$ cat config.mk
export PLATFORM = sky130hd
export DESIGN_NAME = axil_memory_arbiter_flat
export DESIGN_NICKNAME = d
export VERILOG_FILES = /design/src/rtl/axil_memory_arbiter_if.sv /design/src/rtl/axil_memory_arbiter.sv /design/src/flat_wrapper.sv
export SDC_FILE = /design/constraint.sdc
export NUM_CORES = 1
export LEC_CHECK = 0
export ABC_AREA = 1
export BUFFER_PORTS_ARGS = -buffer_cell sky130_fd_sc_hd__buf_2
export CAP_MARGIN = 10
export CORE_AREA = 2 2 171 173
export CTS_BUF_LIST = sky130_fd_sc_hd__clkbuf_8
export CTS_CLUSTER_DIAMETER = 40
export DETAILED_ROUTE_END_ITERATION = 12
export DIE_AREA = 0 0 173 175
export HOLD_SLACK_MARGIN = 0.05
export SLEW_MARGIN = 20
export SYNTH_ARGS = -nofsm -noshare
export SYNTH_HDL_FRONTEND = slang
export SYNTH_SLANG_ARGS = --single-unit
$ cat constraint.sdc
create_clock -name i_Clock -period 5.82 [get_ports i_Clock]
set_input_delay 0.291 -clock i_Clock [delete_from_list [all_inputs] [get_ports i_Clock]]
set_output_delay 0.291 -clock i_Clock [all_outputs]
set_load 0.02 [all_outputs]
$ cat src/rtl/axil_memory_arbiter_if.sv
// AXI4-Lite bundle without the read response field. It is used for both the
// requester ports and the shared-memory port of the memory arbiter.
interface axil_memory_arbiter_if #(
  parameter int ADDR_WIDTH = 32,
  parameter int DATA_WIDTH = 32
);
  logic [ADDR_WIDTH-1:0]   araddr;
  logic                    arvalid;
  logic                    arready;
  logic [DATA_WIDTH-1:0]   rdata;
  logic                    rvalid;
  logic                    rready;
  logic [ADDR_WIDTH-1:0]   awaddr;
  logic                    awvalid;
  logic                    awready;
  logic [DATA_WIDTH-1:0]   wdata;
  logic [DATA_WIDTH/8-1:0] wstrb;
  logic                    wvalid;
  logic                    wready;
  logic [1:0]              bresp;
  logic                    bvalid;
  logic                    bready;

  modport master (
    output araddr, arvalid, rready, awaddr, awvalid, wdata, wstrb, wvalid, bready,
    input  arready, rdata, rvalid, awready, wready, bresp, bvalid
  );

  modport slave (
    input  araddr, arvalid, rready, awaddr, awvalid, wdata, wstrb, wvalid, bready,
    output arready, rdata, rvalid, awready, wready, bresp, bvalid
  );
endinterface

$ cat src/rtl/axil_memory_arbiter.sv
// Round-robin arbiter for instruction-fetch reads, data reads and data writes.
// It shares one AXI4-Lite memory port and allows one outstanding transaction.
module axil_memory_arbiter #(
  parameter int ADDR_WIDTH = 32,
  parameter int DATA_WIDTH = 32
) (
  input  logic                  i_Clock,
  input  logic                  i_Reset_N,
  axil_memory_arbiter_if.slave  s_imem_axil,
  axil_memory_arbiter_if.slave  s_dmem_axil,
  axil_memory_arbiter_if.master m_axil,
  output logic                  o_Busy,
  output logic [1:0]            o_Grant
);

  typedef enum logic [2:0] {ST_IDLE, ST_AR, ST_R, ST_AWW, ST_B} state_t;

  localparam logic [1:0] GNT_NONE = 2'b00;
  localparam logic [1:0] GNT_I_RD = 2'b01;
  localparam logic [1:0] GNT_D_RD = 2'b10;
  localparam logic [1:0] GNT_D_WR = 2'b11;

  state_t                  state_reg, state_next;
  logic [1:0]              grant_reg, grant_next;
  logic [1:0]              last_reg, last_next;
  logic [ADDR_WIDTH-1:0]   addr_reg, addr_next;
  logic [DATA_WIDTH-1:0]   wdata_reg, wdata_next;
  logic [DATA_WIDTH/8-1:0] wstrb_reg, wstrb_next;
  logic                    aw_done_reg, aw_done_next;
  logic                    w_done_reg, w_done_next;

  logic [1:0] pick;
  logic       req_i_rd, req_d_rd, req_d_wr;
  logic       slave_rready;
  logic       ar_hs, r_hs, aw_hs, w_hs, b_hs;

  logic unused_imem_write;
  assign unused_imem_write = ^{s_imem_axil.awaddr, s_imem_axil.awvalid, s_imem_axil.wdata,
                               s_imem_axil.wstrb, s_imem_axil.wvalid, s_imem_axil.bready};

  assign req_i_rd = s_imem_axil.arvalid;
  assign req_d_rd = s_dmem_axil.arvalid;
  assign req_d_wr = s_dmem_axil.awvalid && s_dmem_axil.wvalid;

  assign slave_rready = (grant_reg == GNT_I_RD) ? s_imem_axil.rready : s_dmem_axil.rready;
  assign ar_hs = (state_reg == ST_AR) && m_axil.arready;
  assign r_hs  = (state_reg == ST_R) && m_axil.rvalid && slave_rready;
  assign aw_hs = (state_reg == ST_AWW) && !aw_done_reg && m_axil.awready;
  assign w_hs  = (state_reg == ST_AWW) && !w_done_reg && m_axil.wready;
  assign b_hs  = (state_reg == ST_B) && m_axil.bvalid && s_dmem_axil.bready;

  // The search starts at the requester that follows the last one granted.
  always_comb begin
    pick = GNT_NONE;
    case (last_reg)
      GNT_I_RD: begin
        if (req_d_rd)      pick = GNT_D_RD;
        else if (req_d_wr) pick = GNT_D_WR;
        else if (req_i_rd) pick = GNT_I_RD;
      end
      GNT_D_RD: begin
        if (req_d_wr)      pick = GNT_D_WR;
        else if (req_i_rd) pick = GNT_I_RD;
        else if (req_d_rd) pick = GNT_D_RD;
      end
      default: begin
        if (req_i_rd)      pick = GNT_I_RD;
        else if (req_d_rd) pick = GNT_D_RD;
        else if (req_d_wr) pick = GNT_D_WR;
      end
    endcase
  end

  always_ff @(posedge i_Clock or negedge i_Reset_N) begin
    if (!i_Reset_N) begin
      state_reg   <= ST_IDLE;
      grant_reg   <= GNT_NONE;
      last_reg    <= GNT_D_WR;
      addr_reg    <= '0;
      wdata_reg   <= '0;
      wstrb_reg   <= '0;
      aw_done_reg <= 1'b0;
      w_done_reg  <= 1'b0;
    end else begin
      state_reg   <= state_next;
      grant_reg   <= grant_next;
      last_reg    <= last_next;
      addr_reg    <= addr_next;
      wdata_reg   <= wdata_next;
      wstrb_reg   <= wstrb_next;
      aw_done_reg <= aw_done_next;
      w_done_reg  <= w_done_next;
    end
  end

  always_comb begin
    state_next   = state_reg;
    grant_next   = grant_reg;
    last_next    = last_reg;
    addr_next    = addr_reg;
    wdata_next   = wdata_reg;
    wstrb_next   = wstrb_reg;
    aw_done_next = aw_done_reg;
    w_done_next  = w_done_reg;
    case (state_reg)
      ST_IDLE: begin
        if (pick != GNT_NONE) begin
          grant_next   = pick;
          last_next    = pick;
          wdata_next   = s_dmem_axil.wdata;
          wstrb_next   = s_dmem_axil.wstrb;
          aw_done_next = 1'b0;
          w_done_next  = 1'b0;
          if (pick == GNT_I_RD)      addr_next = s_imem_axil.araddr;
          else if (pick == GNT_D_RD) addr_next = s_dmem_axil.araddr;
          else                       addr_next = s_dmem_axil.awaddr;
          state_next = (pick == GNT_D_WR) ? ST_AWW : ST_AR;
        end
      end
      ST_AR: if (ar_hs) state_next = ST_R;
      ST_R:  if (r_hs) state_next = ST_IDLE;
      ST_AWW: begin
        aw_done_next = aw_done_reg || aw_hs;
        w_done_next  = w_done_reg || w_hs;
        if (aw_done_next && w_done_next) state_next = ST_B;
      end
      ST_B:    if (b_hs) state_next = ST_IDLE;
      default: state_next = ST_IDLE;
    endcase
  end

  // Read data and response fields are passed through ungated. The valids and readies are what qualify them.
  always_comb begin
    m_axil.araddr        = addr_reg;
    m_axil.awaddr        = addr_reg;
    m_axil.wdata         = wdata_reg;
    m_axil.wstrb         = wstrb_reg;
    m_axil.arvalid       = 1'b0;
    m_axil.rready        = 1'b0;
    m_axil.awvalid       = 1'b0;
    m_axil.wvalid        = 1'b0;
    m_axil.bready        = 1'b0;
    s_imem_axil.arready  = 1'b0;
    s_imem_axil.rvalid   = 1'b0;
    s_imem_axil.rdata    = m_axil.rdata;
    s_imem_axil.awready  = 1'b0;
    s_imem_axil.wready   = 1'b0;
    s_imem_axil.bvalid   = 1'b0;
    s_imem_axil.bresp    = 2'b00;
    s_dmem_axil.arready  = 1'b0;
    s_dmem_axil.rvalid   = 1'b0;
    s_dmem_axil.rdata    = m_axil.rdata;
    s_dmem_axil.awready  = 1'b0;
    s_dmem_axil.wready   = 1'b0;
    s_dmem_axil.bvalid   = 1'b0;
    s_dmem_axil.bresp    = m_axil.bresp;
    o_Busy               = (state_reg != ST_IDLE);
    o_Grant              = (state_reg == ST_IDLE) ? GNT_NONE : grant_reg;
    case (state_reg)
      ST_AR: begin
        m_axil.arvalid = 1'b1;
        if (grant_reg == GNT_I_RD) s_imem_axil.arready = m_axil.arready;
        else                       s_dmem_axil.arready = m_axil.arready;
      end
      ST_R: begin
        m_axil.rready = slave_rready;
        if (grant_reg == GNT_I_RD) s_imem_axil.rvalid = m_axil.rvalid;
        else                       s_dmem_axil.rvalid = m_axil.rvalid;
      end
      ST_AWW: begin
        m_axil.awvalid      = !aw_done_reg;
        m_axil.wvalid       = !w_done_reg;
        s_dmem_axil.awready = !aw_done_reg && m_axil.awready;
        s_dmem_axil.wready  = !w_done_reg && m_axil.wready;
      end
      ST_B: begin
        m_axil.bready      = s_dmem_axil.bready;
        s_dmem_axil.bvalid = m_axil.bvalid;
      end
      default: ;
    endcase
  end

endmodule
$ cat src/flat_wrapper.sv
// flat-port wrapper written by rule: the top's interface ports become plain ports
module axil_memory_arbiter_flat 
#(
  parameter int ADDR_WIDTH = 32,
  parameter int DATA_WIDTH = 32
)
  (i_Clock, i_Reset_N, o_Busy, o_Grant, s_imem_axil_araddr, s_imem_axil_arvalid, s_imem_axil_rready, s_imem_axil_awaddr, s_imem_axil_awvalid, s_imem_axil_wdata, s_imem_axil_wstrb, s_imem_axil_wvalid, s_imem_axil_bready, s_imem_axil_arready, s_imem_axil_rdata, s_imem_axil_rvalid, s_imem_axil_awready, s_imem_axil_wready, s_imem_axil_bresp, s_imem_axil_bvalid, s_dmem_axil_araddr, s_dmem_axil_arvalid, s_dmem_axil_rready, s_dmem_axil_awaddr, s_dmem_axil_awvalid, s_dmem_axil_wdata, s_dmem_axil_wstrb, s_dmem_axil_wvalid, s_dmem_axil_bready, s_dmem_axil_arready, s_dmem_axil_rdata, s_dmem_axil_rvalid, s_dmem_axil_awready, s_dmem_axil_wready, s_dmem_axil_bresp, s_dmem_axil_bvalid, m_axil_araddr, m_axil_arvalid, m_axil_rready, m_axil_awaddr, m_axil_awvalid, m_axil_wdata, m_axil_wstrb, m_axil_wvalid, m_axil_bready, m_axil_arready, m_axil_rdata, m_axil_rvalid, m_axil_awready, m_axil_wready, m_axil_bresp, m_axil_bvalid);
  axil_memory_arbiter_if #(.ADDR_WIDTH(ADDR_WIDTH), .DATA_WIDTH(DATA_WIDTH)) s_imem_axil_i ();
  axil_memory_arbiter_if #(.ADDR_WIDTH(ADDR_WIDTH), .DATA_WIDTH(DATA_WIDTH)) s_dmem_axil_i ();
  axil_memory_arbiter_if #(.ADDR_WIDTH(ADDR_WIDTH), .DATA_WIDTH(DATA_WIDTH)) m_axil_i ();
  input  logic i_Clock;
  input  logic i_Reset_N;
  output logic o_Busy;
  output logic [1:0] o_Grant;
  input wire logic [$bits(s_imem_axil_i.araddr)-1:0] s_imem_axil_araddr;
  input wire logic [$bits(s_imem_axil_i.arvalid)-1:0] s_imem_axil_arvalid;
  input wire logic [$bits(s_imem_axil_i.rready)-1:0] s_imem_axil_rready;
  input wire logic [$bits(s_imem_axil_i.awaddr)-1:0] s_imem_axil_awaddr;
  input wire logic [$bits(s_imem_axil_i.awvalid)-1:0] s_imem_axil_awvalid;
  input wire logic [$bits(s_imem_axil_i.wdata)-1:0] s_imem_axil_wdata;
  input wire logic [$bits(s_imem_axil_i.wstrb)-1:0] s_imem_axil_wstrb;
  input wire logic [$bits(s_imem_axil_i.wvalid)-1:0] s_imem_axil_wvalid;
  input wire logic [$bits(s_imem_axil_i.bready)-1:0] s_imem_axil_bready;
  output wire logic [$bits(s_imem_axil_i.arready)-1:0] s_imem_axil_arready;
  output wire logic [$bits(s_imem_axil_i.rdata)-1:0] s_imem_axil_rdata;
  output wire logic [$bits(s_imem_axil_i.rvalid)-1:0] s_imem_axil_rvalid;
  output wire logic [$bits(s_imem_axil_i.awready)-1:0] s_imem_axil_awready;
  output wire logic [$bits(s_imem_axil_i.wready)-1:0] s_imem_axil_wready;
  output wire logic [$bits(s_imem_axil_i.bresp)-1:0] s_imem_axil_bresp;
  output wire logic [$bits(s_imem_axil_i.bvalid)-1:0] s_imem_axil_bvalid;
  input wire logic [$bits(s_dmem_axil_i.araddr)-1:0] s_dmem_axil_araddr;
  input wire logic [$bits(s_dmem_axil_i.arvalid)-1:0] s_dmem_axil_arvalid;
  input wire logic [$bits(s_dmem_axil_i.rready)-1:0] s_dmem_axil_rready;
  input wire logic [$bits(s_dmem_axil_i.awaddr)-1:0] s_dmem_axil_awaddr;
  input wire logic [$bits(s_dmem_axil_i.awvalid)-1:0] s_dmem_axil_awvalid;
  input wire logic [$bits(s_dmem_axil_i.wdata)-1:0] s_dmem_axil_wdata;
  input wire logic [$bits(s_dmem_axil_i.wstrb)-1:0] s_dmem_axil_wstrb;
  input wire logic [$bits(s_dmem_axil_i.wvalid)-1:0] s_dmem_axil_wvalid;
  input wire logic [$bits(s_dmem_axil_i.bready)-1:0] s_dmem_axil_bready;
  output wire logic [$bits(s_dmem_axil_i.arready)-1:0] s_dmem_axil_arready;
  output wire logic [$bits(s_dmem_axil_i.rdata)-1:0] s_dmem_axil_rdata;
  output wire logic [$bits(s_dmem_axil_i.rvalid)-1:0] s_dmem_axil_rvalid;
  output wire logic [$bits(s_dmem_axil_i.awready)-1:0] s_dmem_axil_awready;
  output wire logic [$bits(s_dmem_axil_i.wready)-1:0] s_dmem_axil_wready;
  output wire logic [$bits(s_dmem_axil_i.bresp)-1:0] s_dmem_axil_bresp;
  output wire logic [$bits(s_dmem_axil_i.bvalid)-1:0] s_dmem_axil_bvalid;
  output wire logic [$bits(m_axil_i.araddr)-1:0] m_axil_araddr;
  output wire logic [$bits(m_axil_i.arvalid)-1:0] m_axil_arvalid;
  output wire logic [$bits(m_axil_i.rready)-1:0] m_axil_rready;
  output wire logic [$bits(m_axil_i.awaddr)-1:0] m_axil_awaddr;
  output wire logic [$bits(m_axil_i.awvalid)-1:0] m_axil_awvalid;
  output wire logic [$bits(m_axil_i.wdata)-1:0] m_axil_wdata;
  output wire logic [$bits(m_axil_i.wstrb)-1:0] m_axil_wstrb;
  output wire logic [$bits(m_axil_i.wvalid)-1:0] m_axil_wvalid;
  output wire logic [$bits(m_axil_i.bready)-1:0] m_axil_bready;
  input wire logic [$bits(m_axil_i.arready)-1:0] m_axil_arready;
  input wire logic [$bits(m_axil_i.rdata)-1:0] m_axil_rdata;
  input wire logic [$bits(m_axil_i.rvalid)-1:0] m_axil_rvalid;
  input wire logic [$bits(m_axil_i.awready)-1:0] m_axil_awready;
  input wire logic [$bits(m_axil_i.wready)-1:0] m_axil_wready;
  input wire logic [$bits(m_axil_i.bresp)-1:0] m_axil_bresp;
  input wire logic [$bits(m_axil_i.bvalid)-1:0] m_axil_bvalid;
  assign s_imem_axil_i.araddr = s_imem_axil_araddr;
  assign s_imem_axil_i.arvalid = s_imem_axil_arvalid;
  assign s_imem_axil_i.rready = s_imem_axil_rready;
  assign s_imem_axil_i.awaddr = s_imem_axil_awaddr;
  assign s_imem_axil_i.awvalid = s_imem_axil_awvalid;
  assign s_imem_axil_i.wdata = s_imem_axil_wdata;
  assign s_imem_axil_i.wstrb = s_imem_axil_wstrb;
  assign s_imem_axil_i.wvalid = s_imem_axil_wvalid;
  assign s_imem_axil_i.bready = s_imem_axil_bready;
  assign s_imem_axil_arready = s_imem_axil_i.arready;
  assign s_imem_axil_rdata = s_imem_axil_i.rdata;
  assign s_imem_axil_rvalid = s_imem_axil_i.rvalid;
  assign s_imem_axil_awready = s_imem_axil_i.awready;
  assign s_imem_axil_wready = s_imem_axil_i.wready;
  assign s_imem_axil_bresp = s_imem_axil_i.bresp;
  assign s_imem_axil_bvalid = s_imem_axil_i.bvalid;
  assign s_dmem_axil_i.araddr = s_dmem_axil_araddr;
  assign s_dmem_axil_i.arvalid = s_dmem_axil_arvalid;
  assign s_dmem_axil_i.rready = s_dmem_axil_rready;
  assign s_dmem_axil_i.awaddr = s_dmem_axil_awaddr;
  assign s_dmem_axil_i.awvalid = s_dmem_axil_awvalid;
  assign s_dmem_axil_i.wdata = s_dmem_axil_wdata;
  assign s_dmem_axil_i.wstrb = s_dmem_axil_wstrb;
  assign s_dmem_axil_i.wvalid = s_dmem_axil_wvalid;
  assign s_dmem_axil_i.bready = s_dmem_axil_bready;
  assign s_dmem_axil_arready = s_dmem_axil_i.arready;
  assign s_dmem_axil_rdata = s_dmem_axil_i.rdata;
  assign s_dmem_axil_rvalid = s_dmem_axil_i.rvalid;
  assign s_dmem_axil_awready = s_dmem_axil_i.awready;
  assign s_dmem_axil_wready = s_dmem_axil_i.wready;
  assign s_dmem_axil_bresp = s_dmem_axil_i.bresp;
  assign s_dmem_axil_bvalid = s_dmem_axil_i.bvalid;
  assign m_axil_araddr = m_axil_i.araddr;
  assign m_axil_arvalid = m_axil_i.arvalid;
  assign m_axil_rready = m_axil_i.rready;
  assign m_axil_awaddr = m_axil_i.awaddr;
  assign m_axil_awvalid = m_axil_i.awvalid;
  assign m_axil_wdata = m_axil_i.wdata;
  assign m_axil_wstrb = m_axil_i.wstrb;
  assign m_axil_wvalid = m_axil_i.wvalid;
  assign m_axil_bready = m_axil_i.bready;
  assign m_axil_i.arready = m_axil_arready;
  assign m_axil_i.rdata = m_axil_rdata;
  assign m_axil_i.rvalid = m_axil_rvalid;
  assign m_axil_i.awready = m_axil_awready;
  assign m_axil_i.wready = m_axil_wready;
  assign m_axil_i.bresp = m_axil_bresp;
  assign m_axil_i.bvalid = m_axil_bvalid;
  axil_memory_arbiter #(.ADDR_WIDTH(ADDR_WIDTH), .DATA_WIDTH(DATA_WIDTH)) u_core (.i_Clock(i_Clock), .i_Reset_N(i_Reset_N), .s_imem_axil(s_imem_axil_i), .s_dmem_axil(s_dmem_axil_i), .m_axil(m_axil_i), .o_Busy(o_Busy), .o_Grant(o_Grant));
endmodule
==> metrics.yaml <==
routing:
  drt_iter0_drc: 142
  vias_per_cell: 3.76
  drtAntennaViolNets: 0
  drc: 0
  vias: 4601
  wl_per_cell_um: 13.0
  finalWirelength_um: 15900
  drtPass1Iterations: 4
yosys:
  yosysMostFrequentCell: "nand2_1"
  ys.flop_type: "dfrtp_1"
  synth.avg_cell_area_um2: 7.07
  synthXorXnorAreaFrac: 0
  synth-compound-area-share: 0.00930
  async_reset_ff_frac: 1.00
  synth-seq-area-share: 0.398
  synth_fa_ha_area_frac: 0.00517
  synth_top_area_share: 0.387
  synth_seq_cells: 77
  synth_top_family_by_area: "simple AND/OR/NAND/NOR gates"
  synthTopCellsByCount: "nand2_1 (271), nand3_1 (106), buf_4 (103)"
  syn_area_um2: 4840
  synth_cells: 685
  synth-edff-count: 0
  yosys.area_share.simple: 0.349
  post-synth-top-area-cell: "dfrtp_1"
  ys_types: 24
  netlist_top_cells_area: "dfrtp_1 (39%), nand2_1 (21%), buf_4 (16%), nand3_1 (11%), inv_1 (4.5%)"
  synth_mux_area_frac: 0
  yosysWarningCount: 0
timing:
  finalSetupViolations: 0
  fmax_ghz: 0.292
  tightestPinTransition_ns: 0.889
  rsz0062_at_grt: "no"
  slew_viol_final: 0
  finClkSkew_ns: 0.0181
  relSlewSlack: 0.407
  layout_min_cycle_time_ns: 3.42
  finalHoldViolCount: 0
  tns_ns: 0
  timing.final.crit_share: 0.588
power_and_ir_drop:
  powerDensity_nw_per_um2: 676
  ir_drop_mv: 0.234
  leakage_nw: 3.56
  power.total_w: 0.00408
global_route:
  grt_pass1_vias: 4428
  grt_max_degree: 74
  grt_pass1_wl_um: 23900
  grtUsageTotal: 0.103
  grt_antenna_before_repair: 1
  grt_overflow: 0
place:
  numPortBuffers: 260
  gp_congestion: 0.847
  dpl.hpwl_um: 11400
  numPlacedInstances: 1207
cts:
  cts_tree: "done"
  cts_max_path_buffers: 2
  cts_max_level: 3
  clock_latency_ns: 0.37
  numCtsBuffers: 9
  cts-root-buf: "clkbuf_8"
  cts.sinks: 77
  clk_pin_slew_ns: 0.10
  postCtsSetupBuffers: 0
final_layout:
  nets: 1088
  fin_cells: 1225
  syn_to_final_growth_pct: 24.5
  final_layout_size_suffix_gt1_frac: 0.349
run:
  cap_violations: 0
worst_setup_path:
  regToRegSetupSlack_ns: 2.40
  path_cells: "inv_1 > ha_1 > inv_2 > nand2_1 > nand2_1 > nand2_1 > nand2_2 > buf_4 > inv_1 > nand2_1 > buf_4 > inv_1 > buf_4 > nand2_1 > nand3_1 > nand2_1"
  critPathCaptureType: "flip-flop"
  cp_common_cell: "nand2_1"
  crit_path_start: "u_core.last_reg[0]"
  cp_data_arrival_time_ns: 3.72
  critical_path.max_stage_delay_ns: 0.54
  cp_max_fo: 36
  r2r-end: "u_core.m_axil.araddr[10]"
  worstPathRequired_ns: 6.12
  cp.depth: 16
  worstReg2RegStart: "u_core.last_reg[0]"
  cp_slowest_cell: "dfstp_2"
  endpoint: "u_core.m_axil.araddr[10]"
  reg2regPathDepth: 16
  crit_buf_inv: 7
  path_class: "reg2reg"
  path_delay_family: "buffers and inverters"
  worst_setup_path_start_kind: "flip-flop"
worst_hold_path:
  holdCritPathClass: "in2reg"
  hold_start: "s_dmem_axil_wdata[14]"
floorplanning:
  dieArea_um2: 30300
  num_io_pins: 437
  die_y_um: 175
  num_rows: 62
  start_util: 0.171
  die_x_um: 173
  core_region_area_um2: 28400
outcome:
  status: "finished, final reports clean"
[tightest hold or removal path: stages]
cell     delay (ns)
buf_2          0.07
nand2_1        0.04
nand2_1        0.05
[final cells by class]
| cell class | count | area [um^2] |
|---|---|---|
| Tap cell | 384 | 480 |
| Timing Repair Buffer | 267 | 1360 |
| Antenna cell | 1 | 2.50 |
| Fill cell | 3253 | 22400 |
| Sequential cell | 77 | 1930 |
| Clock inverter | 7 | 123 |
| Multi-Input combinational cell | 418 | 1780 |
| Inverter | 62 | 233 |
| Clock buffer | 9 | 124 |
[stage by stage]
| step | utilization | worst slack (ns) | hold slack (ns) | instance area (um^2) |
|---|---|---|---|---|
| floorplan | - | 3.81 | -0.00459 | 4860 |
| global placement | 0.203 | 2.42 | 0.264 | 5770 |
| detailed placement | 0.203 | 2.40 | 0.270 | 5770 |
| CTS | 0.212 | 2.36 | 0.0690 | 6030 |
| global route | 0.212 | 2.04 | 0.0824 | 6030 |
| finish | 0.212 | 2.40 | 0.115 | 6030 |
[report_power, final]
part           internal [W]  switching, W  total [W]
Combinational      0.000746       0.00180    0.00255
Clock              0.000289      0.000235   0.000524
Sequential         0.000825      0.000184    0.00101
[cells in the final DEF (no fill, tap or decap), drive strengths merged, types with 2 or more instances in the layout]
master and n:
conb 5, bufinv 3, dfstp 2, nand3 106, nor3 7, ha 2, nand2 274, o21ai 8
buf 266, dfrtp 75, nor2 12, inv 65, clkbuf 9
[cells by family after synthesis]
group | Yosys count
adders and majority gates | 2
AOI/OAI and AO/OA | 9
and+or+nand+nor | 402
buffers and inverters | 194
DFF | 77
other | 1
[routing by layer]
layer  GRT usage  vias up  share of wire
met1       0.113     2033           0.40
met5           0        -              0
met3      0.0311       40          0.081
met4      0.0491        0          0.035
met2       0.182      230           0.49
li1            -     2298              -
[what timing repair did]
item	4_1_cts	5_1_grt
endpoints found under the hold margin	27	0
hold buffers	1	0
gates resized for setup	0	0
[how the worst min path moves through the flow]
stage / end / cells after the start / slack (ns)
after floorplan: u_core.aw_done_reg / 0 / -0.005
after global placement: u_core.m_axil.araddr[17] / 1 / 0.26
after detailed placement: u_core.m_axil.araddr[17] / 1 / 0.27
after CTS: u_core.m_axil.wdata[14] / 3 / 0.07
after global routing: u_core.m_axil.wdata[18] / 3 / 0.08
final: u_core.m_axil.wdata[14] / 3 / 0.11
(Power assumes the default switching activity.)
